==> src/rtl/wb_port_arbiter_if.sv <==
// Write-back port bundle: pipeline W stage, long-latency unit handshake,
// register-file write port and status toward fetch/decode.
interface wb_port_arbiter_if #(
  parameter int unsigned DEPTH = 4
);
  localparam int unsigned CntW = $clog2(DEPTH) + 1;

  // Pipeline write-back stage
  logic            pipe_we;
  logic [4:0]      pipe_rd;
  logic [31:0]     pipe_data;

  // Long-latency unit result handshake
  logic            lu_valid;
  logic            lu_ready;
  logic [4:0]      lu_rd;
  logic [31:0]     lu_data;

  // Register-file write port
  logic            rf_we;
  logic [4:0]      rf_rd;
  logic [31:0]     rf_data;

  // Status
  logic            stall_req;
  logic [CntW-1:0] pending_cnt;

  // Arbiter side
  modport slave (
    input  pipe_we, pipe_rd, pipe_data,
    input  lu_valid, lu_rd, lu_data,
    output lu_ready,
    output rf_we, rf_rd, rf_data,
    output stall_req, pending_cnt
  );

  // Producer / consumer side
  modport master (
    output pipe_we, pipe_rd, pipe_data,
    output lu_valid, lu_rd, lu_data,
    input  lu_ready,
    input  rf_we, rf_rd, rf_data,
    input  stall_req, pending_cnt
  );
endinterface

==> src/rtl/wb_port_arbiter.sv <==
// Register-file write-port arbiter. The in-order pipeline always owns the
// port; out-of-order long-latency results are parked in a small FIFO and
// drained into idle port cycles. Results overwritten by a younger pipeline
// write to the same register are killed in place and silently popped.
module wb_port_arbiter #(
  parameter int unsigned DEPTH    = 4,
  parameter int unsigned MAX_WAIT = 8
) (
  input logic              clk,
  input logic              rst,
  wb_port_arbiter_if.slave bus
);

  localparam int unsigned PtrW  = (DEPTH > 1) ? $clog2(DEPTH) : 1;
  localparam int unsigned CntW  = $clog2(DEPTH) + 1;
  localparam int unsigned WaitW = $clog2(MAX_WAIT + 1);

  localparam logic [CntW-1:0]  DepthC   = CntW'(DEPTH);
  localparam logic [CntW-1:0]  CntOne   = CntW'(1);
  localparam logic [PtrW-1:0]  PtrOne   = PtrW'(1);
  localparam logic [WaitW-1:0] MaxWaitC = WaitW'(MAX_WAIT);
  localparam logic [WaitW-1:0] WaitOne  = WaitW'(1);

  // FIFO storage. Valid bits of unoccupied slots are kept at zero so that
  // "any valid entry" is a plain OR-reduction.
  logic [4:0]       ent_rd_q   [DEPTH];
  logic [31:0]      ent_data_q [DEPTH];
  logic [DEPTH-1:0] ent_valid_q, ent_valid_d;

  logic [PtrW-1:0]  rptr_q, rptr_d;
  logic [PtrW-1:0]  wptr_q, wptr_d;
  logic [CntW-1:0]  count_q, count_d;
  logic [WaitW-1:0] wait_q, wait_d;

  logic             rf_we_q, rf_we_d;
  logic [4:0]       rf_rd_q, rf_rd_d;
  logic [31:0]      rf_data_q, rf_data_d;

  logic lu_ready;
  logic pw;
  logic acc;
  logic occupied;
  logic head_valid;
  logic any_valid;
  logic grant_head;
  logic bypass;
  logic pop;
  logic enq;
  logic enq_valid;

  // Handshake and arbitration decode from current state and inputs.
  always_comb begin
    pw         = bus.pipe_we && (bus.pipe_rd != 5'd0);
    lu_ready   = (count_q < DepthC);
    acc        = bus.lu_valid && lu_ready;
    occupied   = (count_q != '0);
    head_valid = occupied && ent_valid_q[rptr_q];
    any_valid  = |ent_valid_q;
    grant_head = !pw && head_valid;
    // Bypass only when nothing valid is queued, so ordering among LU results is kept.
    bypass     = !pw && !any_valid && acc && (bus.lu_rd != 5'd0);
    // A valid head leaves only when granted; a killed head always leaves.
    pop        = occupied && (grant_head || !ent_valid_q[rptr_q]);
    enq        = acc && (bus.lu_rd != 5'd0) && !bypass;
    // A result retiring alongside a younger pipeline write to the same rd is stale.
    enq_valid  = !(pw && (bus.lu_rd == bus.pipe_rd));
  end

  // Port winner selection; the write is registered for the next cycle.
  always_comb begin
    rf_we_d   = 1'b0;
    rf_rd_d   = rf_rd_q;
    rf_data_d = rf_data_q;
    if (pw) begin
      rf_we_d   = 1'b1;
      rf_rd_d   = bus.pipe_rd;
      rf_data_d = bus.pipe_data;
    end else if (grant_head) begin
      rf_we_d   = 1'b1;
      rf_rd_d   = ent_rd_q[rptr_q];
      rf_data_d = ent_data_q[rptr_q];
    end else if (bypass) begin
      rf_we_d   = 1'b1;
      rf_rd_d   = bus.lu_rd;
      rf_data_d = bus.lu_data;
    end
  end

  // FIFO bookkeeping: pop, WAW kill, enqueue, pointers and count.
  always_comb begin
    ent_valid_d = ent_valid_q;
    rptr_d      = rptr_q;
    wptr_d      = wptr_q;
    count_d     = count_q;

    if (pop) begin
      ent_valid_d[rptr_q] = 1'b0;
      rptr_d              = rptr_q + PtrOne;
    end

    if (pw) begin
      for (int unsigned i = 0; i < DEPTH; i++) begin
        if (ent_rd_q[i] == bus.pipe_rd) begin
          ent_valid_d[i] = 1'b0;
        end
      end
    end

    // The tail slot is free (lu_ready), so this never clobbers a live entry.
    if (enq) begin
      ent_valid_d[wptr_q] = enq_valid;
      wptr_d              = wptr_q + PtrOne;
    end

    unique case ({enq, pop})
      2'b10:   count_d = count_q + CntOne;
      2'b01:   count_d = count_q - CntOne;
      default: count_d = count_q;
    endcase
  end

  // Starvation counter: counts only cycles where a valid head loses to the pipeline.
  always_comb begin
    wait_d = '0;
    if (head_valid && pw) begin
      wait_d = (wait_q == MaxWaitC) ? wait_q : wait_q + WaitOne;
    end
  end

  // Control state and registered write port.
  always_ff @(posedge clk or posedge rst) begin
    if (rst) begin
      ent_valid_q <= '0;
      rptr_q      <= '0;
      wptr_q      <= '0;
      count_q     <= '0;
      wait_q      <= '0;
      rf_we_q     <= 1'b0;
      rf_rd_q     <= 5'd0;
      rf_data_q   <= 32'd0;
    end else begin
      ent_valid_q <= ent_valid_d;
      rptr_q      <= rptr_d;
      wptr_q      <= wptr_d;
      count_q     <= count_d;
      wait_q      <= wait_d;
      rf_we_q     <= rf_we_d;
      rf_rd_q     <= rf_rd_d;
      rf_data_q   <= rf_data_d;
    end
  end

  // Payload storage; contents are meaningless while the valid bit is clear.
  always_ff @(posedge clk) begin
    if (enq) begin
      ent_rd_q[wptr_q]   <= bus.lu_rd;
      ent_data_q[wptr_q] <= bus.lu_data;
    end
  end

  assign bus.lu_ready    = lu_ready;
  assign bus.rf_we       = rf_we_q;
  assign bus.rf_rd       = rf_rd_q;
  assign bus.rf_data     = rf_data_q;
  assign bus.pending_cnt = count_q;
  assign bus.stall_req   = (count_q >= DepthC - CntOne) || (wait_q == MaxWaitC);

endmodule

==> src/flat_wrapper.sv <==
// flat-port wrapper written by rule: the top's interface ports become plain ports
module wb_port_arbiter_flat 
#(
  parameter int unsigned DEPTH    = 4,
  parameter int unsigned MAX_WAIT = 8
)
  (clk, rst, bus_pipe_we, bus_pipe_rd, bus_pipe_data, bus_lu_valid, bus_lu_rd, bus_lu_data, bus_lu_ready, bus_rf_we, bus_rf_rd, bus_rf_data, bus_stall_req, bus_pending_cnt);
  wb_port_arbiter_if #(.DEPTH(DEPTH)) bus_i ();
  input logic clk;
  input logic rst;
  input wire logic [$bits(bus_i.pipe_we)-1:0] bus_pipe_we;
  input wire logic [$bits(bus_i.pipe_rd)-1:0] bus_pipe_rd;
  input wire logic [$bits(bus_i.pipe_data)-1:0] bus_pipe_data;
  input wire logic [$bits(bus_i.lu_valid)-1:0] bus_lu_valid;
  input wire logic [$bits(bus_i.lu_rd)-1:0] bus_lu_rd;
  input wire logic [$bits(bus_i.lu_data)-1:0] bus_lu_data;
  output wire logic [$bits(bus_i.lu_ready)-1:0] bus_lu_ready;
  output wire logic [$bits(bus_i.rf_we)-1:0] bus_rf_we;
  output wire logic [$bits(bus_i.rf_rd)-1:0] bus_rf_rd;
  output wire logic [$bits(bus_i.rf_data)-1:0] bus_rf_data;
  output wire logic [$bits(bus_i.stall_req)-1:0] bus_stall_req;
  output wire logic [$bits(bus_i.pending_cnt)-1:0] bus_pending_cnt;
  assign bus_i.pipe_we = bus_pipe_we;
  assign bus_i.pipe_rd = bus_pipe_rd;
  assign bus_i.pipe_data = bus_pipe_data;
  assign bus_i.lu_valid = bus_lu_valid;
  assign bus_i.lu_rd = bus_lu_rd;
  assign bus_i.lu_data = bus_lu_data;
  assign bus_lu_ready = bus_i.lu_ready;
  assign bus_rf_we = bus_i.rf_we;
  assign bus_rf_rd = bus_i.rf_rd;
  assign bus_rf_data = bus_i.rf_data;
  assign bus_stall_req = bus_i.stall_req;
  assign bus_pending_cnt = bus_i.pending_cnt;
  wb_port_arbiter #(.DEPTH(DEPTH), .MAX_WAIT(MAX_WAIT)) u_core (.clk(clk), .rst(rst), .bus(bus_i));
endmodule
==> config.mk <==
export PLATFORM = sky130hd
export DESIGN_NAME = wb_port_arbiter_flat
export DESIGN_NICKNAME = d
export VERILOG_FILES = /design/src/rtl/wb_port_arbiter_if.sv /design/src/rtl/wb_port_arbiter.sv /design/src/flat_wrapper.sv
export SDC_FILE = /design/constraint.sdc
export NUM_CORES = 1
export LEC_CHECK = 0
export CAP_MARGIN = 30
export CORE_AREA = 2 2 192 137
export DETAILED_ROUTE_END_ITERATION = 7
export DIE_AREA = 0 0 194 139
export GPL_ROUTABILITY_DRIVEN = 0
export PLACE_DENSITY = 0.54
export SLEW_MARGIN = 20
export SYNTH_ARGS = -nofsm -noshare
export SYNTH_HDL_FRONTEND = slang
export SYNTH_SLANG_ARGS = --single-unit
==> constraint.sdc <==
create_clock -name clk -period 2.9 [get_ports clk]
set_input_delay 0.87 -clock clk [delete_from_list [all_inputs] [get_ports clk]]
set_output_delay 0.87 -clock clk [all_outputs]
set_load 0.1 [all_outputs]
# Word-level counts from Yosys, hierarchy flattened
# Memories as Yosys holds them, arrays and structs flattened.
# Cells that the tools add are included.
# totals
regBits,53
ram_bits,148
wordCells,87
n_memories,2
# classes
addsub,5
n_lt_le_gt_ge,6
eq_ne,9
n_mux,28
bitwise,2
reduce_logical,27
# mem_list
memory,depth,width,read_ports,rd_ports_with_merged_regs,wr,line,rtl
u_core.ent_data_q,4,32,1,0,1,wb_port_arbiter.sv:27,logic [31:0] ent_data_q [DEPTH];
u_core.ent_rd_q,4,5,5,0,1,wb_port_arbiter.sv:26,logic [4:0] ent_rd_q [DEPTH];
# ops
cell,n
2-to-1 mux 32 bit,3
== test 5 bit,5
2-to-1 mux 4 bit,5
2-to-1 mux 5 bit,3
logical AND 1 bit,14
2-to-1 mux 1 bit,12
nonzero test 5 bit,2
"less-than comparator 2 x 3 -> 1 bit, second input constant",2
one-hot mux 3 bit (2 select lines),1
nonzero test 3 bit,2
zero test 1 bit,5
"adder 2 x 1 -> 2 bit, second input constant",2
"adder 4 x 1 -> 4 bit, second input constant",1
bitwise AND 4 bit,1
bitwise mux 4 bit,1
demux 1 bit (select 2 bit),2
"== test 4 bit, second input constant",1
">= comparator 2 x 1 -> 1 bit, second input constant",2
inverter 4 bit,1
OR reduction 4 bit,1
"adder 3 x 1 -> 3 bit, second input constant",1
">= comparator 3 x 2 -> 1 bit, second input constant",1
"less-than comparator 3 bit, second input constant",1
"subtractor 3 x 1 -> 3 bit, second input constant",1
other kinds (6),7

# Logic depth before layout (Yosys ltp)
# Gate-level depths: netlist of the first run.
# depth
word_depth,11
ltp_mapped,11
depth_no_buf,10

# Least setup slack after synthesis of the first run
# OpenSTA, ideal clock, no wires.
# synth_timing
kind,flip-flop to flip-flop
from,"reg u_core.count_q[2], in the netlist u_core.bus.pending_cnt[2]"
to,reg u_core.ent_valid_q[0]
setup_time_ps,126
arrival_time_ps,3723
required_time_ps,2774
setup_slack_ps,-948
path_stages_with_launch,6
n_path_buf,0
synth_period_minus_slack_ps,3848
path_cell_list,dfrtp_1 inv_1 o311a_1 a21boi_1 and2_1 mux2_2
# synth_via
elab_cells_between_ends,17
# synth_rtl
element,line,rtl
"start, declared",wb_port_arbiter.sv:32,"logic [CntW-1:0] count_q, count_d;"
"start signal, assigned",wb_port_arbiter.sv:145,count_q <= count_d;
less-than comparator 3 bit *,wb_port_arbiter.sv:54,lu_ready = (count_q < DepthC);
net bus_lu_ready,flat_wrapper.sv:17,output wire logic [$bits(bus_i.lu_ready)-1:0] bus_lu_ready;
logical AND 1 bit *,wb_port_arbiter.sv:55,acc = bus.lu_valid && lu_ready;
logical AND 1 bit (2 in a row),wb_port_arbiter.sv:61,bypass = !pw && !any_valid && acc && (bus.lu_rd != 5'd0);
zero test 1 bit,wb_port_arbiter.sv:64,enq = acc && (bus.lu_rd != 5'd0) && !bypass;
logical AND 1 bit *,wb_port_arbiter.sv:64,
2-to-1 mux 4 bit *,wb_port_arbiter.sv:110,if (enq) begin
net u_core.ent_valid_d[0],wb_port_arbiter.sv:28,"logic [DEPTH-1:0] ent_valid_q, ent_valid_d;"
"end signal, assigned",wb_port_arbiter.sv:142,ent_valid_q <= ent_valid_d;
"end, declared",wb_port_arbiter.sv:28,
# Mark *: on every way through the listed nets, which the timed path passes. The rest lies on a longest branch.
# A chain may end at the register's enable or synchronous reset.

# Worst setup path after layout of the first run
# layout_timing
from,in bus_lu_rd[2]
to,"reg u_core.count_q[2], in the netlist u_core.bus.pending_cnt[2]"
# layout_via
elab_chain_cells,6
elab_cells_between_ends,9
# layout_lines
element,line,rtl
"start, declared",flat_wrapper.sv:15,input wire logic [$bits(bus_i.lu_rd)-1:0] bus_lu_rd;
nonzero test 5 bit *,"wb_port_arbiter.sv:61, wb_port_arbiter.sv:64",
logical AND 1 bit,wb_port_arbiter.sv:61,
zero test 1 bit,wb_port_arbiter.sv:64,
logical AND 1 bit *,wb_port_arbiter.sv:64,
== test 2 x 1 -> 1 bit / == test 2 bit (equally long branches),wb_port_arbiter.sv:115,"unique case ({enq, pop})"
one-hot mux 3 bit (2 select lines) / nonzero test 2 bit (equally long branches),-,
# Every way passes the cells marked *; elsewhere a longest branch is shown, timed or not.

==> reports/qor.csv, run 1 <==
metric;value;unit
Metal-1 WL;10100;microns
Core Box Area;25300;sq um
number of vias in the routed layout;5129;
Setup crit end kind;register;
max_slew headroom;36.5;%
Synth Area per Inst;17.6;sq um
CP dominant cell by count;inv_2;
clock-pin slew on the worst setup and hold paths;60;ps
DRC;0;
WHS Endpoint;u_core.bus.pending_cnt[0];
pre-CTS setup slack;-548;ps
status;finished clean;
final instance area;11300;sq um
post-route ant nets;0;
Pins Over Slew Limit;0;
achievable frequency;356;MHz
post-synthesis sequential area ratio;66.4;%
non-filler instance count after layout;998;
first-pass GRT wire length;33400;microns
final setup fails;0;
Hold Vio Cnt, Final;0;
GR Overflow Total;0;
syn nets;585;
WL/cell;21.6;microns
critical path peak fanout;2;
Initial Util;34.4;%
die width;194;microns
DRT Pass-1 Iters;5;
final net count;741;
worst hold path startpoint;u_core.bus.pending_cnt[0];
CTS buffer count;21;
Layout area overhead;30.0;%
GRT Resource Usage Total;15.9;%
Design Power;0.0133;W
Slew @ Worst Pin;943;ps
WS Path Type;input pin to register;
Via density;5.14;
placed cell count;955;
hpwl dp;14400;microns
RSZ-0062 raised after global routing;true;
WP data required;3310;ps
Min Clock Period, post-route;2810;ps
vias in the first global route;5579;
CP startpoint kind;input pin;
CTS tree;done;
io pins;121;
Cell Pwr Density;1180;nW/um^2
critical path's top delay family;buffers and inverters;
clock net sink count;201;
die height;139;microns
number of max-cap violations;0;
initial antenna violation count;1;
worst r2r src;u_core.ent_valid_q[0];
cell count of the worst hold path;1;
row count;49;
clock latency on the worst-skew pair;500;ps
Slowest-stage cell, CP;clkdlybuf4s50_1;
top sig layer;met4;
library cells used by synthesis;43;
critical path's largest stage delay;420;ps
Peak supply drop;0.875;mV
1st-iter DRT viols;291;
DIE AREA;27000;sq um
dpl cell area;10500;sq um
largest net degree at the start of global routing;41;
worst r2r dst;u_core.bus.pending_cnt[2];
Util after Layout;44.8;%
Worst Reg-to-Reg Cells;9;
P_leak;3.95;nW
skew final;14.9;ps
FF+latch count, synth;201;
Port Buffers;120;
final worst slack;87.6;ps
post-synthesis instance area;8700;sq um
CTS Root Cell;clkbuf_16;
met3 wire length;1430;microns
routed wl met2;9630;microns
Worst Path Buf+Inv;3;
final wirelength;21500;microns
register-to-register setup slack;460;ps
H-Tree Depth;1;
worst-path cell chain;clkdlybuf4s50_1, or3_1, o311a_1, a21boi_4, inv_2, ha_4, inv_2, fa_2, xor2_1, nor2_1, xnor2_1;
HP Class;register to register;
share of layout cells above drive strength 1;32.7;%
Gate Count Post-Synth;495;
CP arrival;3220;ps
fin crit share;97.0;%
Ys Warns;0;
Longest Clk Path Bufs;3;
layout by cell type, fill, tap and decap left out, drive strengths merged, types with 3 or more instances in the layout:
cell / count
xor2: 13
nand3: 5
clkbuf: 25
inv: 14
clkinvlp: 5
dfrtp: 53
edfxtp: 148
a21oi: 44
nor2: 4
buf: 87
xnor2: 19
a22oi: 37
mux2: 4
o41ai: 4
nand2: 4
bufinv: 3
and2: 4
a2bb2oi: 37
o21ai: 4
clkinv: 6
mux4: 38
nor3: 6
ha: 11
clkdlybuf4s50: 77
cell usage after synthesis:
cell,instances,share of area (%)
mux2_2,4,0.52
nand2_1,4,0.17
o21ai_0,3,0.17
buf_2,11,0.63
inv_1,13,0.56
nor2_8,1,0.23
a21oi_4,1,0.19
nor4_1,1,0.072
o211ai_1,1,0.086
xor2_1,13,1.3
and2_1,4,0.29
o311a_1,1,0.12
ha_1,11,1.6
o21a_1,1,0.086
a211oi_4,1,0.23
mux4_2,38,9.8
dfrtp_1,53,15
nand2b_1,1,0.072
a2bb2oi_2,30,5.2
nand4_1,1,0.072
nor2_1,2,0.086
a22oi_1,37,3.2
o41ai_1,4,0.40
or2_2,1,0.072
or4_4,1,0.13
a21oi_1,43,2.5
buf_4,1,0.086
buf_1,2,0.086
xnor2_1,19,1.9
edfxtp_1,148,51
nand3_1,5,0.29
o21ai_4,1,0.19
a21boi_1,1,0.086
nor3b_1,1,0.086
buf_6,9,1.2
fa_1,1,0.23
nor2_4,1,0.13
nor2b_1,1,0.072
a2bb2oi_1,7,0.70
inv_2,1,0.043
nor3_1,6,0.35
or3_1,1,0.072
clkbuf_1,9,0.39
state kept, by name, summed over array words and instances, names as in the netlist:
signal / cells
u_core.bus.pending_cnt: 3
u_core.bus.rf_data: 32
u_core.bus.rf_rd: 5
u_core.bus.rf_we: 1
u_core.ent_data_q: 128
u_core.ent_rd_q: 20
u_core.ent_valid_q: 4
u_core.rptr_q: 2
u_core.wait_q: 4
u_core.wptr_q: 2
how the worst max path moves through the flow:
stage                                   start  cells past startpoint                        end  slack (ps)
global route                     bus_lu_rd[2]                     11  u_core.bus.pending_cnt[2]          -5
floorplan           u_core.bus.pending_cnt[2]                      2              bus_stall_req        -360
global placement                 bus_lu_rd[0]                     11  u_core.bus.pending_cnt[2]        -530
finish                           bus_lu_rd[2]                     11  u_core.bus.pending_cnt[2]          90
detailed placement               bus_lu_rd[0]                     11  u_core.bus.pending_cnt[2]        -550
CTS                              bus_lu_rd[2]                     11  u_core.bus.pending_cnt[2]          20
what timing repair did:
action | in CTS | in global routing
cloned | 0 | 0
pin swaps | 4 | 2
resized for setup | 4 | 4
hold buffers | 0 | 0
setup endpoints to repair | 1 | 13
setup buffers | 2 | 2
cell type report:
| type | count | area, sq um |
|---|---|---|
| diodes | 1 | 2.50 |
| clock buffers | 24 | 547 |
| flip-flops and latches | 201 | 5780 |
| fillers | 2226 | 14000 |
| clock inverters | 14 | 155 |
| inverters | 14 | 56.3 |
| well taps | 331 | 414 |
| repair buffers | 165 | 1650 |
| multi-input cells | 248 | 2710 |
per-layer routing:
metal  vias to the layer above  global-route usage (%)
met5                         -                       0
met4                         0                    3.23
met3                        23                    3.70
met2                       156                    24.6
met1                      2660                    23.1
li1                       2290                       -
stage by stage:
step / setup TNS (ps) / hold slack, ps
2_1_floorplan: -680 / 556
3_3_place_gp: -46930 / 486
3_5_place_dp: -43800 / 498
4_1_cts: 0 / 509
5_1_grt: -5.44 / 520
6_report: 0 / 501
cells by family (layout without fill, tap and decap cells):
logic type      Yosys count  after routing  synth area share [%]
simple gates             31             31                  2.19
buf+inv                  46            217                  2.96
compound gates          131            131                  13.1
xor+xnor                 32             32                  3.22
fa+ha+maj                12             12                  1.81
mux                      42             42                  10.4
flops                   201            201                  66.4
other cells               0              1                     0
report_power, final:
part | total, W | switching [W] | internal (W)
clock | 0.00275 | 0.00112 | 0.00163
sequential | 0.00407 | 0.000326 | 0.00374
combinational | 0.00648 | 0.00423 | 0.00225
Power figures use the tool's default switching activity.
==> run 2: changes to the inputs <==
--- a/config.mk
+++ b/config.mk
@@ -5,12 +5,13 @@
 export SDC_FILE = /design/constraint.sdc
 export NUM_CORES = 1
 export LEC_CHECK = 0
-export CAP_MARGIN = 30
+export CELL_PAD_IN_SITES_DETAIL_PLACEMENT = 1
+export CELL_PAD_IN_SITES_GLOBAL_PLACEMENT = 2
 export CORE_AREA = 2 2 192 137
 export DETAILED_ROUTE_END_ITERATION = 7
 export DIE_AREA = 0 0 194 139
 export GPL_ROUTABILITY_DRIVEN = 0
-export PLACE_DENSITY = 0.54
+export PLACE_DENSITY = 0.69
 export SLEW_MARGIN = 20
 export SYNTH_ARGS = -nofsm -noshare
 export SYNTH_HDL_FRONTEND = slang
==> run 2 against run 1 <==
Against the previous run: clock power shrank 8.7%; clock-buffer cell count did not move; critical path depth decreased by 5; sequential power about the same; maximum frequency decreased by 1.2%; wire length up 4.1%; power shrank 1.1%; global-route usage up 0.96 points; via count grew 1.2%; cell area shrank 0.73%; clock skew about the same; register-to-register slack improved by 160 ps; critical path type is now register to primary output.
==> reports/qor.csv, run 2 (synthesized netlist as in run 1, its figures left out) <==
metric;value;unit
Slowest-stage cell, CP;dfrtp_1;
CTS buffer count;21;
critical path peak fanout;4;
clock net sink count;201;
clock latency on the worst-skew pair;500;ps
P_leak;3.98;nW
WP data required;2030;ps
WL/cell;22.5;microns
io pins;121;
Logic pwr share;49.8;%
Initial Util;34.4;%
Longest Clk Path Bufs;3;
final wirelength;22400;microns
number of max-cap violations;0;
number of vias in the routed layout;5193;
critical path's largest stage delay;410;ps
clock-pin slew on the worst setup and hold paths;60;ps
hold slack;502;ps
largest net degree at the start of global routing;41;
skew final;14.5;ps
most common cell after layout, fill and taps aside;edfxtp_1;
Net Sw Power;0.00572;W
Worst Reg-to-Reg Cells;6;
share of layout cells above drive strength 1;32.2;%
die height;139;microns
DRC;0;
final net count;741;
final setup fails;0;
CP startpoint kind;register;
status;finished clean;
first-pass GRT wire length;35100;microns
GRT Resource Usage Total;16.9;%
GR Overflow Total;0;
DIE AREA;27000;sq um
Cell Pwr Density;1170;nW/um^2
post-route ant nets;0;
dpl cell area;10500;sq um
Internal;0.00743;W
vias in the first global route;5841;
1st-iter DRT viols;250;
Min Clock Period, post-route;2850;ps
WS Path Type;register to primary output;
Core Box Area;25300;sq um
H-Tree Depth;1;
die width;194;microns
Setup crit end kind;primary output;
HP Class;register to register;
clock network power share;19.1;%
sequential power share;31.1;%
commonest non-fill, non-tap cells in the layout;148 x edfxtp_1, 73 x buf_4, 72 x clkdlybuf4s50_1;
row count;49;
hpwl dp;15200;microns
worst-path cell chain;inv_1, ha_1, nand2_1, or2_2, o211ai_1, clkbuf_16;
Port Buffers;120;
achievable frequency;351;MHz
Peak supply drop;0.904;mV
Layout area overhead;29.1;%
fin crit share;98.1;%
Hold Vio Cnt, Final;0;
CTS Hold Bufs;0;
DRT Pass-1 Iters;5;
Largest register FFs;128;
max_slew headroom;45.5;%
CP arrival;1980;ps
Via density;5.21;
initial antenna violation count;0;
Reg with most FFs;u_core.ent_data_q;
cell count of the worst hold path;1;
final instance area;11200;sq um
CTS tree;done;
Slew @ Worst Pin;817;ps
CTS Root Cell;clkbuf_16;
switching share of total power;43.5;%
setup_tns;0;ps
Pins Over Slew Limit;0;
==> run 2: cell types whose count changed in the layout (fill, tap and decap cells not counted), sizes merged <==
cell           delta
dlymetal6s2s      +5
clkinvlp          -4
inv               +1
clkdlybuf4s50     -5
clkinv            +3
bufinv            -2
==> run 2: what timing repair did <==
action                     in CTS  in global routing
pin swaps                       0                  7
setup endpoints to repair       1                  3
buffers inserted                0                  3
gates resized for setup         1                 10
==> run 2: final timing paths <==
kind,startpoint,end,slack (ps)
worst min-delay path,u_core.bus.pending_cnt[0],u_core.bus.pending_cnt[0],500
worst max register to register,u_core.bus.pending_cnt[2],u_core.bus.rf_data[12],620
max in group asynchronous,rst,u_core.bus.pending_cnt[2],1550
worst max-delay path,u_core.wait_q[0],bus_stall_req,50
worst min register to register,u_core.bus.pending_cnt[0],u_core.bus.pending_cnt[0],500
min in group asynchronous,rst,u_core.bus.rf_data[14],730
==> run 2: power groups by stage <==
| stage | Combinational, W | Sequential, W | Clock, W |
|---|---|---|---|
| floorplan | 0.00272 | 0.00621 | 0 |
| global placement | 0.00643 | 0.00411 | 0 |
| detailed placement | 0.00657 | 0.00415 | 0 |
| CTS | 0.00659 | 0.00410 | 0.00259 |
| global route | 0.00691 | 0.00416 | 0.00269 |
| finish | 0.00655 | 0.00409 | 0.00251 |
==> run 2: layout make-up <==
cell class	count	area, sq um
Clock buffer	24	537
Fill cell	2445	14000
Tap cell	331	414
Timing Repair Buffer	165	1630
Sequential cell	201	5780
Inverter	14	56.3
Multi-Input combinational cell	248	2720
Clock inverter	12	91.3
Antenna cell	1	2.50
==> run 2: through the flow <==
step / cells / setup WS, ps / utilization [%] / power (W)
floorplan: 495 / -358 / - / 0.00893
detailed placement: 956 / -516 / 41.7 / 0.0107
CTS: 992 / 2.17 / 44.2 / 0.0133
finish: 996 / 54.7 / 44.4 / 0.0132
global route: 995 / -29.7 / 44.4 / 0.0138
global placement: 956 / -533 / 41.7 / 0.0105
==> run 2: metal layers <==
layer	track usage, %	wire length, microns	part of all wire, %	up-vias
met5	0	0	0	-
met4	3.47	372	1.7	0
met3	3.06	1230	5.5	29
met2	26.6	10400	46	150
met1	24.5	10400	46	2719
li1	-	-	-	2295
==> run 2: worst max-delay path: cells and delay by family (launching register included) <==
family          cells  cell delay (ps)
fa+ha+maj           1              160
simple gates        2              390
compound gates      1              160
buf+inv             2              350
flops               1              410
==> run 3: changes to the inputs <==
--- a/config.mk
+++ b/config.mk
@@ -7,11 +7,11 @@
 export LEC_CHECK = 0
 export CELL_PAD_IN_SITES_DETAIL_PLACEMENT = 1
 export CELL_PAD_IN_SITES_GLOBAL_PLACEMENT = 2
-export CORE_AREA = 2 2 192 137
+export CORE_AREA = 2 2 180 129
 export DETAILED_ROUTE_END_ITERATION = 7
-export DIE_AREA = 0 0 194 139
+export DIE_AREA = 0 0 182 131
 export GPL_ROUTABILITY_DRIVEN = 0
-export PLACE_DENSITY = 0.69
+export PLACE_DENSITY = 0.77
 export SLEW_MARGIN = 20
 export SYNTH_ARGS = -nofsm -noshare
 export SYNTH_HDL_FRONTEND = slang
==> run 3 against run 2 <==
Against the previous run: wire length grew 1.3%; critical path type unchanged; utilization up 6.3 points; largest cell class unchanged; die area decreased by 12%; global-route usage up 2.6 points; largest power group unchanged; flip-flop and latch count unchanged.
==> reports/qor.csv, run 3 (synthesized netlist as in run 1, its figures left out) <==
metric;value;unit
die width;182;microns
Hold Vio Cnt, Final;0;
WP data required;2030;ps
worst hold path startpoint;u_core.bus.pending_cnt[0];
critical path's top delay family;flip-flops;
dpl cell area;10600;sq um
CTS tree;done;
Layout area overhead;29.5;%
WL/cell;23.7;microns
GRT Resource Usage Total;19.4;%
CTS Hold Bufs;0;
number of max-cap violations;0;
Via density;5.48;
worst r2r dst;u_core.bus.rf_data[8];
final setup fails;0;
Min Clock Period, post-route;2780;ps
fin crit share;95.7;%
initial antenna violation count;0;
RSZ-0062 raised after global routing;false;
DIE AREA;23800;sq um
Worst Path Buf+Inv;2;
Peak supply drop;1.00;mV
final worst slack;124;ps
register area;5780;sq um
CP arrival;1910;ps
clock latency on the worst-skew pair;500;ps
status;finished clean;
CTS Root Cell;clkbuf_16;
filler cell count;2130;
non-filler instance count after layout;956;
achievable frequency;360;MHz
H-Tree Depth;1;
CTS buffer count;21;
placed cell count;918;
worst-path cell chain;inv_1, ha_1, nand2_1, or2_4, o211ai_1, clkbuf_16;
hpwl dp;15000;microns
final instance area;11300;sq um
Largest register FFs;128;
cell count of the worst hold path;1;
ant diodes;0;
critical path's largest stage delay;430;ps
skew final;17.9;ps
Port Buffers;120;
io pins;121;
share of layout cells above drive strength 1;32.8;%
Cell Pwr Density;1180;nW/um^2
Longest Clk Path Bufs;3;
row count;46;
commonest non-fill, non-tap cells in the layout;148 x edfxtp_1, 74 x clkdlybuf4s50_1, 69 x buf_4;
pre-CTS setup slack;-516;ps
Setup crit end kind;primary output;
die height;131;microns
WS Path Type;register to primary output;
HP Class;register to register;
CP startpoint kind;register;
Core Box Area;22200;sq um
register-to-register setup slack;390;ps
worst r2r src;u_core.bus.pending_cnt[2];
area occupied by multi-input gates;2710;sq um
DRT Pass-1 Iters;4;
DRC;0;
clock-pin slew on the worst setup and hold paths;60;ps
post-route ant nets;0;
1st-iter DRT viols;313;
final net count;744;
first-pass GRT wire length;34900;microns
Slew @ Worst Pin;1010;ps
Reg with most FFs;u_core.ent_data_q;
Worst Reg-to-Reg Cells;6;
vias in the first global route;5862;
final wirelength;22700;microns
max_slew headroom;32.0;%
WHS Endpoint;u_core.bus.pending_cnt[0];
Pins Over Slew Limit;0;
Slowest-stage cell, CP;dfrtp_1;
clock net sink count;201;
largest net degree at the start of global routing;41;
GR Overflow Total;0;
P_leak;3.99;nW
critical path peak fanout;4;
Initial Util;39.1;%
most common cell after layout, fill and taps aside;edfxtp_1;
number of vias in the routed layout;5241;
==> run 3: cell types whose count changed in the layout (fill, tap and decap cells not counted), moves of 2 or more <==
cell / delta
buf_6: +2
buf_12: +5
buf_4: -4
clkbuf_8: +2
dlymetal6s2s_1: -2
clkinv_1: -2
clkdlybuf4s50_1: +2
==> run 3: final cells by class <==
class,instances,share of cell area [%]
inverter,14,0.500
clock inverter,10,0.700
clock buffer,27,5.04
multi-input combinational,248,24.0
sequential,201,51.3
tap,288,3.20
timing repair buffer,168,15.2
==> run 3: timing repair <==
| action | CTS | global route |
|---|---|---|
| gates resized for setup | 2 | 10 |
| endpoints found under the setup margin | 1 | 37 |
| pin swaps | 1 | 7 |
| hold endpoints to repair | 0 | 0 |
| setup buffers | 1 | 0 |
==> run 3: worst max path at each step <==
stage / start / endpoint / slack (ps) / depth (start not counted)
final: u_core.wait_q[0] / bus_stall_req / 120 / 6
after CTS: bus_lu_rd[1] / u_core.bus.pending_cnt[2] / 5 / 11
after detailed placement: bus_lu_rd[0] / u_core.bus.pending_cnt[2] / -520 / 11
after floorplan: u_core.bus.pending_cnt[2] / bus_stall_req / -360 / 2
after global placement: bus_lu_rd[1] / u_core.bus.pending_cnt[2] / -480 / 11
after global routing: bus_lu_rd[1] / u_core.bus.pending_cnt[2] / 20 / 11
==> run 3: through the flow <==
stage	power (W)	setup TNS [ps]	hold WS [ps]	utilization, %
after floorplan	0.00893	-680	556	-
after global placement	0.0105	-37480	482	47.6
after detailed placement	0.0107	-41300	502	47.6
after CTS	0.0133	0	522	50.5
after global routing	0.0138	0	544	50.7
final	0.0132	0	513	50.7
==> run 3: per-layer routing <==
layer | track usage [%] | routed length (microns) | up-vias
li1 | - | - | 2300
met1 | 28.2 | 10900 | 2763
met2 | 31.5 | 10400 | 148
met3 | 3.13 | 1020 | 30
met4 | 3.75 | 380 | 0
met5 | 0 | 0 | -
==> run 3: power by group <==
part           switching, W  leakage, nW  internal (W)  total (W)
clock               0.00110        0.319       0.00147    0.00258
sequential         0.000353         1.96       0.00374    0.00410
combinational       0.00429         1.71       0.00228    0.00657
